**src/rtl/mem_port_arbiter.sv**
```systemverilog
// Two-requester arbiter for one backing-memory port.
// Port 0 is the instruction cache and port 1 is the data cache. Each requester
// pulse is captured into a per-port slot. Slots are granted round-robin and run
// as a level-held req/ack memory transaction. A registered ACK, plus any read
// data, is returned to the requester that owns the slot.
module mem_port_arbiter #(
  parameter int AW      = 32,
  parameter int DW      = 32,
  parameter int TIMEOUT = 64
) (
  input  logic          i_clk,
  input  logic          i_rst,
  input  logic [AW-1:0] i_addr_0,
  input  logic [DW-1:0] i_data_0,
  input  logic          i_rd_0,
  input  logic          i_wr_0,
  output logic [DW-1:0] o_data_0,
  output logic          o_ack_0,
  input  logic [AW-1:0] i_addr_1,
  input  logic [DW-1:0] i_data_1,
  input  logic          i_rd_1,
  input  logic          i_wr_1,
  output logic [DW-1:0] o_data_1,
  output logic          o_ack_1,
  output logic [AW-1:0] o_mem_addr,
  output logic [DW-1:0] o_mem_wdata,
  output logic          o_mem_rd,
  output logic          o_mem_wr,
  input  logic          i_mem_ack,
  input  logic [DW-1:0] i_mem_rdata,
  output logic          o_timeout,
  output logic          o_busy
);

  localparam logic [1:0] S_IDLE  = 2'd0;
  localparam logic [1:0] S_ISSUE = 2'd1;
  localparam logic [1:0] S_RESP  = 2'd2;

  // The counter only has to reach TIMEOUT-1.
  localparam int            CW   = (TIMEOUT > 2) ? $clog2(TIMEOUT) : 1;
  localparam logic [CW-1:0] TMAX = CW'(TIMEOUT - 1);

  logic [1:0]    r_state;
  logic [1:0]    r_pending;
  logic [1:0]    r_isWrite;
  logic [AW-1:0] r_addr  [2];
  logic [DW-1:0] r_wdata [2];
  logic          r_grant;
  logic          r_lastGrant;
  logic [CW-1:0] r_count;
  logic [1:0]    r_ack;
  logic [DW-1:0] r_dataOut [2];
  logic          r_timeout;

  logic [1:0]    w_reqRd;
  logic [1:0]    w_reqWr;
  logic [AW-1:0] w_reqAddr [2];
  logic [DW-1:0] w_reqData [2];
  logic [1:0]    w_freeing;
  logic [1:0]    w_capture;
  logic          w_nextGrant;
  logic          w_timeoutHit;

  assign w_reqRd      = {i_rd_1, i_rd_0};
  assign w_reqWr      = {i_wr_1, i_wr_0};
  assign w_reqAddr[0] = i_addr_0;
  assign w_reqAddr[1] = i_addr_1;
  assign w_reqData[0] = i_data_0;
  assign w_reqData[1] = i_data_1;

  // A slot is released in RESP. A pulse that arrives in that same cycle takes
  // the slot over, so a refill issued in the write-back ACK cycle is not lost.
  assign w_freeing[0] = (r_state == S_RESP) && !r_grant;
  assign w_freeing[1] = (r_state == S_RESP) &&  r_grant;
  assign w_capture    = (w_reqRd | w_reqWr) & (~r_pending | w_freeing);

  // On a tie, the port that did not win last time gets the grant.
  assign w_nextGrant  = (&r_pending) ? ~r_lastGrant : r_pending[1];
  assign w_timeoutHit = (TIMEOUT != 0) && (r_count == TMAX);

  // Per-port pending slots: capture overrides release; when rd and wr are both high, the request is a write.
  always_ff @(posedge i_clk) begin
    if (i_rst) begin
      r_pending <= '0;
      r_isWrite <= '0;
      for (int p = 0; p < 2; p++) begin
        r_addr[p]  <= '0;
        r_wdata[p] <= '0;
      end
    end else begin
      for (int p = 0; p < 2; p++) begin
        if (w_capture[p]) begin
          r_pending[p] <= 1'b1;
          r_isWrite[p] <= w_reqWr[p];
          r_addr[p]    <= w_reqAddr[p];
          r_wdata[p]   <= w_reqData[p];
        end else if (w_freeing[p]) begin
          r_pending[p] <= 1'b0;
        end
      end
    end
  end

  // Grant, memory handshake with timeout, and registered ACK/data/timeout generation.
  always_ff @(posedge i_clk) begin
    if (i_rst) begin
      r_state     <= S_IDLE;
      r_grant     <= 1'b0;
      r_lastGrant <= 1'b1;
      r_count     <= '0;
      r_ack       <= '0;
      r_timeout   <= 1'b0;
      r_dataOut[0] <= '0;
      r_dataOut[1] <= '0;
    end else begin
      r_ack     <= '0;
      r_timeout <= 1'b0;
      case (r_state)
        S_IDLE: begin
          if (|r_pending) begin
            r_grant     <= w_nextGrant;
            r_lastGrant <= w_nextGrant;
            r_count     <= '0;
            r_state     <= S_ISSUE;
          end
        end
        S_ISSUE: begin
          if (i_mem_ack) begin
            r_ack[r_grant] <= 1'b1;
            if (!r_isWrite[r_grant]) r_dataOut[r_grant] <= i_mem_rdata;
            r_state <= S_RESP;
          end else if (w_timeoutHit) begin
            r_ack[r_grant] <= 1'b1;
            r_timeout      <= 1'b1;
            if (!r_isWrite[r_grant]) r_dataOut[r_grant] <= '0;
            r_state <= S_RESP;
          end else begin
            r_count <= r_count + 1'b1;
          end
        end
        S_RESP:  r_state <= S_IDLE;
        default: r_state <= S_IDLE;
      endcase
    end
  end

  assign o_mem_rd    = (r_state == S_ISSUE) && !r_isWrite[r_grant];
  assign o_mem_wr    = (r_state == S_ISSUE) &&  r_isWrite[r_grant];
  assign o_mem_addr  = (r_state == S_ISSUE) ? r_addr[r_grant]  : '0;
  assign o_mem_wdata = (r_state == S_ISSUE) ? r_wdata[r_grant] : '0;
  assign o_ack_0     = r_ack[0];
  assign o_ack_1     = r_ack[1];
  assign o_data_0    = r_dataOut[0];
  assign o_data_1    = r_dataOut[1];
  assign o_timeout   = r_timeout;
  assign o_busy      = (r_state != S_IDLE) || (|r_pending);

endmodule

```
**config.mk**
```make
export PLATFORM = sky130hd
export DESIGN_NAME = mem_port_arbiter
export DESIGN_NICKNAME = d
export VERILOG_FILES = /design/src/rtl/mem_port_arbiter.sv
export SDC_FILE = /design/constraint.sdc
export NUM_CORES = 1
export LEC_CHECK = 0
export BUFFER_PORTS_ARGS = -buffer_cell sky130_fd_sc_hd__buf_2
export CORE_MARGIN = 2
export CORE_UTILIZATION = 46
export CTS_CLUSTER_DIAMETER = 80
export DETAILED_ROUTE_END_ITERATION = 16
export GPL_ROUTABILITY_DRIVEN = 0
export HOLD_SLACK_MARGIN = 0.02
export PLACE_DENSITY = 0.77
export SETUP_SLACK_MARGIN = 0.15
export SYNTH_ARGS = -nofsm -noshare
export SYNTH_HDL_FRONTEND = slang
export SYNTH_SLANG_ARGS = --single-unit
```
**constraint.sdc**
```tcl
create_clock -name i_clk -period 2.7 [get_ports i_clk]
set_input_delay 0.135 -clock i_clk [delete_from_list [all_inputs] [get_ports i_clk]]
set_output_delay 0.135 -clock i_clk [all_outputs]
set_load 0.01 [all_outputs]
```
==> flow_summary.toml, run 1 <==
[synthesis]
synth-seq-cells = 210
synth-compound-area-share = 0.0204
synth-edff-count = 192
synthCells = 658
ys_top_cells_by_area = "edfxtp_1 64%, and2_1 9.0%, mux2i_1 7.2%"
syn_area_per_cell_sq_um = 13.6
synth_xor_area_frac = 0
synthArstFlopShare = 0
synth_nets = 826
synth_cell_types = 41
yosys.area_share.simple = 0.198
yosysSeqAreaShare = 0.682
synthMuxAreaShare = 0.0725
syn_area_sq_mm = 0.00898
synth_top_family_by_area = "simple AND/OR/NAND/NOR gates"
synthFlopType = "edfxtp_1"
synthAdderAreaFrac = 0.00139
yosysWarningCount = 0
synth.largest_area_cell = "edfxtp_1"
synth_top_area_share = 0.642

[worst_setup_path]
arrival_ps = 2820
worst_setup_path_end_kind = "flip-flop"
crit_path_start_kind = "flip-flop"
required_ps = 3080
reg2reg_depth = 6
reg2reg_from = "r_state[0]$_SDFFE_PP0P_"
crit_type = "reg2reg"
rrSetupSlack_ps = 260
timing.rr.end = "r_isWrite[1]$_SDFFE_PP0P_"
worst-path-max-fanout = 13

[pwr]
irDropWorstVdd_v = 0.000671
p_per_area_mw_per_mm2 = 593
leakage_nw = 5.83

[timing]
fin_crit_ps = 2440
drv_slew = 0
fin_tns_setup_ps = 0
setup_ws_ps = 258
rsz0062_at_grt = "false"
setup_viol = 0
holdWs_ps = 47.6
period_share = 0.904
final.setup_skew_ps = 24.9
finalHoldViolations = 0
worst_pin_slew_ps = 494
max_slew_margin = 0.670
max_freq_ghz = 0.410

[floorplan]
num_rows = 51
core_sq_mm = 0.0193
die_w_um = 144
die_area_sq_mm = 0.0206
fp.dieH_um = 144
initial_utilization = 0.464
ios = 301

[hold_path]
holdPathStages = 2
min_path_type = "in2reg"
min_to = "r_state[0]$_SDFFE_PP0P_"
min_from = "i_rst"

[clocking]
clock_sinks = 210
cts-buffers-inserted = 22
clk_latency_ps = 510
clkTransAtPathRegs_ps = 60
cts.path.max_buffers = 3
cts_root_buffer = "clkbuf_16"
cts_tree = "done"
htreeDepth = 1

[routing]
wl_met3_um = 1930
vias_per_cell = 5.00
route.met2.wl_um = 12700
totalWireLength_um = 24800
top_layer_used = "met4"
vias = 7026
met1_length_um = 9190
drc_errors = 0
first_pass_iters = 4
wl_per_cell_um = 17.7
ant_nets = 0
detail_route.iter0.violations = 357

[flow_run]
drv_cap = 0

[placed_design]
place_inst = 1194
numPortBuffers = 300
dpl_worst_slack_ps = 376
dpl.hpwl_um = 14300
post_dp_cell_area_sq_mm = 0.0108

[global_routing]
grt_pass1_wl_um = 37000
grt_start_max_net_pins = 78
grt_usage = 0.231
grt-ovfl-total = 0
grt_pass1_vias = 7286
grt_antenna_before_repair = 2

[layout]
design_area_sq_mm = 0.0132
drive_gt1_frac = 0.318
syn_to_final_growth_pct = 46.7
instances_no_fill = 1404
mostFrequentLayoutCell = "buf_2"
final_cell_mix = "300 x buf_2, 192 x edfxtp_1, 169 x dlygate4sd3_1, 129 x and2_1, 73 x nor2_1"
fin_nets = 1290

[run_status]
status = "complete, no violations"
flip-flops by register name, summed over array words and instances (netlist names), 2 cells and up, named ones only:
signal     flops
r_addr        64
r_dataOut     64
r_wdata       64
r_count        6
r_ack          2
r_isWrite      2
r_pending      2
r_state        2
critical path, stage by stage, from the launching register on:
cell and delay (ps):
dfxtp_1 570, and3b_1 250, nand2b_1 160, a22oi_1 180
dlygate4sd3_1 560, nor2_1 40, dlygate4sd3_1 560
synth_stat cells (6+ instances only):
cell type / count
a21oi_1: 7
and2_1: 129
and3_1: 64
buf_1: 6
buf_6: 6
clkbuf_1: 28
dfxtp_1: 18
edfxtp_1: 192
mux2i_1: 65
nand2b_1: 6
nor2_1: 73
o21ai_0: 7
what timing repair did:
item,4_1_cts,5_1_grt
gates resized for setup,0,1
hold endpoints to repair,197,0
buffers inserted,0,0
hold buffers,169,0
setup endpoints to repair,0,12
power breakdown:
part	internal, W	total [W]	switching (W)
clock network	0.00159	0.00280	0.00122
logic	0.000536	0.00107	0.000532
registers	0.00383	0.00393	0.000104
cells by family after synthesis:
family                   Yosys count
flip-flops                       210
adder cells (fa/ha/maj)            1
AO/OA/AOI/OAI                     29
AND/OR/NAND/NOR                  305
multiplexers                      65
buffers and inverters             48
metal layers:
metal,vias to the layer above,GRT usage
met5,-,0
met4,0,0.101
met3,68,0.0473
met2,364,0.420
met1,3313,0.263
li1,3281,-
layout make-up:
cell class | instances | area, sq um
multi-input cells | 400 | 2650
fillers | 1283 | 6170
diodes | 2 | 5.00
flip-flops and latches | 210 | 6130
repair buffers | 485 | 3380
clock buffers | 25 | 562
well taps | 265 | 332
inverters | 3 | 11.3
clock inverters | 14 | 98.8
worst max path at each step:
stage	start	cells after the start	end	slack (ps)
after floorplan	r_count[0]$_SDFFE_PP0P_	5	r_dataOut[1][0]$_SDFFCE_PN0P_	540
after global placement	r_state[0]$_SDFFE_PP0P_	4	r_dataOut[0][31]$_SDFFCE_PN0P_	460
after detailed placement	r_state[0]$_SDFFE_PP0P_	4	r_dataOut[0][26]$_SDFFCE_PN0P_	380
after CTS	r_state[1]$_SDFFE_PP0P_	4	o_mem_wdata[27]	160
after global routing	r_state[0]$_SDFFE_PP0P_	6	r_isWrite[1]$_SDFFE_PP0P_	150
final	r_state[0]$_SDFFE_PP0P_	6	r_isWrite[1]$_SDFFE_PP0P_	260
through the flow:
| step | power, W | utilization |
|---|---|---|
| 3_5_place_dp | 0.00483 | 0.559 |
| 5_1_grt | 0.00808 | 0.681 |
| 4_1_cts | 0.00780 | 0.680 |
| 2_1_floorplan | 0.00444 | - |
| 6_report | 0.00780 | 0.681 |
| 3_3_place_gp | 0.00481 | 0.559 |
Power figures use the tool's default switching activity.
==> inputs of run 2 (changes only) <==
--- a/config.mk
+++ b/config.mk
@@ -7,12 +7,12 @@
 export LEC_CHECK = 0
 export BUFFER_PORTS_ARGS = -buffer_cell sky130_fd_sc_hd__buf_2
 export CORE_MARGIN = 2
-export CORE_UTILIZATION = 46
+export CORE_UTILIZATION = 51
 export CTS_CLUSTER_DIAMETER = 80
 export DETAILED_ROUTE_END_ITERATION = 16
 export GPL_ROUTABILITY_DRIVEN = 0
 export HOLD_SLACK_MARGIN = 0.02
-export PLACE_DENSITY = 0.77
+export PLACE_DENSITY = 0.81
 export SETUP_SLACK_MARGIN = 0.15
 export SYNTH_ARGS = -nofsm -noshare
 export SYNTH_HDL_FRONTEND = slang
==> constraint.sdc (replaced) <==
create_clock -name i_clk -period 2.8 [get_ports i_clk]
set_input_delay 0.56 -clock i_clk [delete_from_list [all_inputs] [get_ports i_clk]]
set_output_delay 0.56 -clock i_clk [all_outputs]
set_load 0.01 [all_outputs]
==> run 2 against run 1 <==
Net effect: sequential power is 4% lower; critical path depth is 3 lower; hold slack better by 290 ps; cell count is 15% lower; flip-flop and latch count stayed put; first-iteration DRC count is 15% higher; critical path type is now reg2out.
==> flow_summary.toml, run 2 (synthesis results as in run 1) <==
[run_status]
status = "complete, no violations"

[worst_setup_path]
arrival_ps = 1830
worst-path-max-fanout = 8
required_ps = 2240
crit_path_start_kind = "flip-flop"
worst_setup_path_end_kind = "output pin"
crit_type = "reg2out"

[pwr]
leakage_nw = 5.15
clkPwrFrac = 0.401
p_int_w = 0.00595
p_sw_w = 0.00171
irDropWorstVdd_v = 0.000459
switching_share = 0.223
power_w = 0.00766
comb_power_share = 0.105
p_per_area_mw_per_mm2 = 665
seqPwrFrac = 0.494

[floorplan]
ios = 301
fp.dieH_um = 137
initial_utilization = 0.521
die_w_um = 137
core_sq_mm = 0.0172
die_area_sq_mm = 0.0187
num_rows = 48

[timing]
max_freq_ghz = 0.418
fin_crit_ps = 2390
fin_tns_setup_ps = 0
rsz0062_at_grt = "false"
finalHoldViolations = 0
worst_pin_slew_ps = 940
setup_viol = 0
max_slew_margin = 0.373
period_share = 0.855
drv_slew = 0
final.setup_skew_ps = 8.13

[routing]
first_pass_iters = 5
vias_per_cell = 5.13
vias = 6127
detail_route.iter0.violations = 409
totalWireLength_um = 20600
drc_errors = 0
wl_per_cell_um = 17.2
ant_nets = 0

[global_routing]
grt_pass1_wl_um = 30600
grt_antenna_before_repair = 3
grt_pass1_vias = 5869
grt_start_max_net_pins = 129
use_met1 = 0.262
grt_usage = 0.211
met2_usage = 0.362
grt-busiest-layer = "met2"
grt-ovfl-total = 0
use_met3 = 0.0500

[flow_run]
drv_cap = 0

[clocking]
clk_latency_ps = 490
htreeDepth = 1
cts-buffers-inserted = 22
cts.path.max_buffers = 3
cts_tree = "done"
clock_sinks = 210
hold_buffers = 0
clkTransAtPathRegs_ps = 60
cts_root_buffer = "clkbuf_16"

[layout]
drive_gt1_frac = 0.380
fin_nets = 1121
n_antenna_cell = 0
syn_to_final_growth_pct = 28.3
mostFrequentLayoutCell = "buf_2"
fillers = 1233
reg_top3 = "r_addr x64, r_dataOut x64, r_wdata x64"
final_cell_mix = "300 x buf_2, 192 x edfxtp_1, 129 x and2_1, 73 x nor2_1, 65 x mux2i_1"
instances_no_fill = 1194

[placed_design]
place_inst = 1153
dpl.hpwl_um = 13900
numPortBuffers = 300

[hold_path]
min_path_type = "in2reg"
## run 2: cell types whose count changed in the layout (fill, tap and decap cells not counted), sizes merged
cell / delta
bufinv: +3
clkbuf: +3
clkinv: -7
clkinvlp: +2
diode: -2
dlygate4sd3: -169
## run 2: routing by layer
metal | vias to the layer above | routed length, um
met2 | 277 | 10200
met1 | 2857 | 8050
li1 | 2945 | -
met3 | 44 | 1740
met4 | 4 | 578
met5 | - | 24
## run 2: worst max-delay path, stage by stage (launching register included)
cell and delay, ps:
dfxtp_1 550, mux2i_1 440, nor2b_1 180, buf_2 160
## run 2: final cells by class
class / count / area [sq um] / area share
Timing Repair Buffer: 316 / 1680 / 0.146
Clock buffer: 28 / 604 / 0.0525
Inverter: 3 / 11.3 / 0.000978
Tap cell: 225 / 282 / 0.0244
Multi-Input combinational cell: 400 / 2640 / 0.229
Clock inverter: 12 / 173 / 0.0150
Sequential cell: 210 / 6130 / 0.532
## run 2: repair_timing
item                       4_1_cts  5_1_grt
gates resized for setup          0        0
setup endpoints to repair        0        1
buffers inserted                 0        1
## run 2: per-stage QoR
stage	setup WS [ps]	util	instance area [sq um]	hold WS, ps
6_report	407	0.668	11500	339
5_1_grt	221	0.668	11500	320
4_1_cts	241	0.667	11500	320
3_5_place_dp	437	0.622	10700	483
3_3_place_gp	510	0.622	10700	473
2_1_floorplan	591	-	8980	459
## run 2: power groups by stage
stage / logic [W] / registers, W / clock network (W)
floorplan: 0.000440 / 0.00384 / 0
global placement: 0.000779 / 0.00384 / 0
detailed placement: 0.000798 / 0.00386 / 0
CTS: 0.000803 / 0.00379 / 0.00312
global route: 0.000888 / 0.00381 / 0.00325
finish: 0.000805 / 0.00378 / 0.00307
## run 2: final timing paths
kind	from	end	slack (ps)	cells past startpoint
worst max-delay path	r_grant$_SDFFE_PP0P_	o_mem_rd	410	3
worst min-delay path	i_addr_1[29]	r_addr[1][29]$_SDFFCE_PN0P_	340	2
worst max register to register	r_state[0]$_SDFFE_PP0P_	r_dataOut[0][9]$_SDFFCE_PN0P_	430	4
worst min register to register	r_lastGrant$_SDFFE_PP1P_	r_lastGrant$_SDFFE_PP1P_	500	1
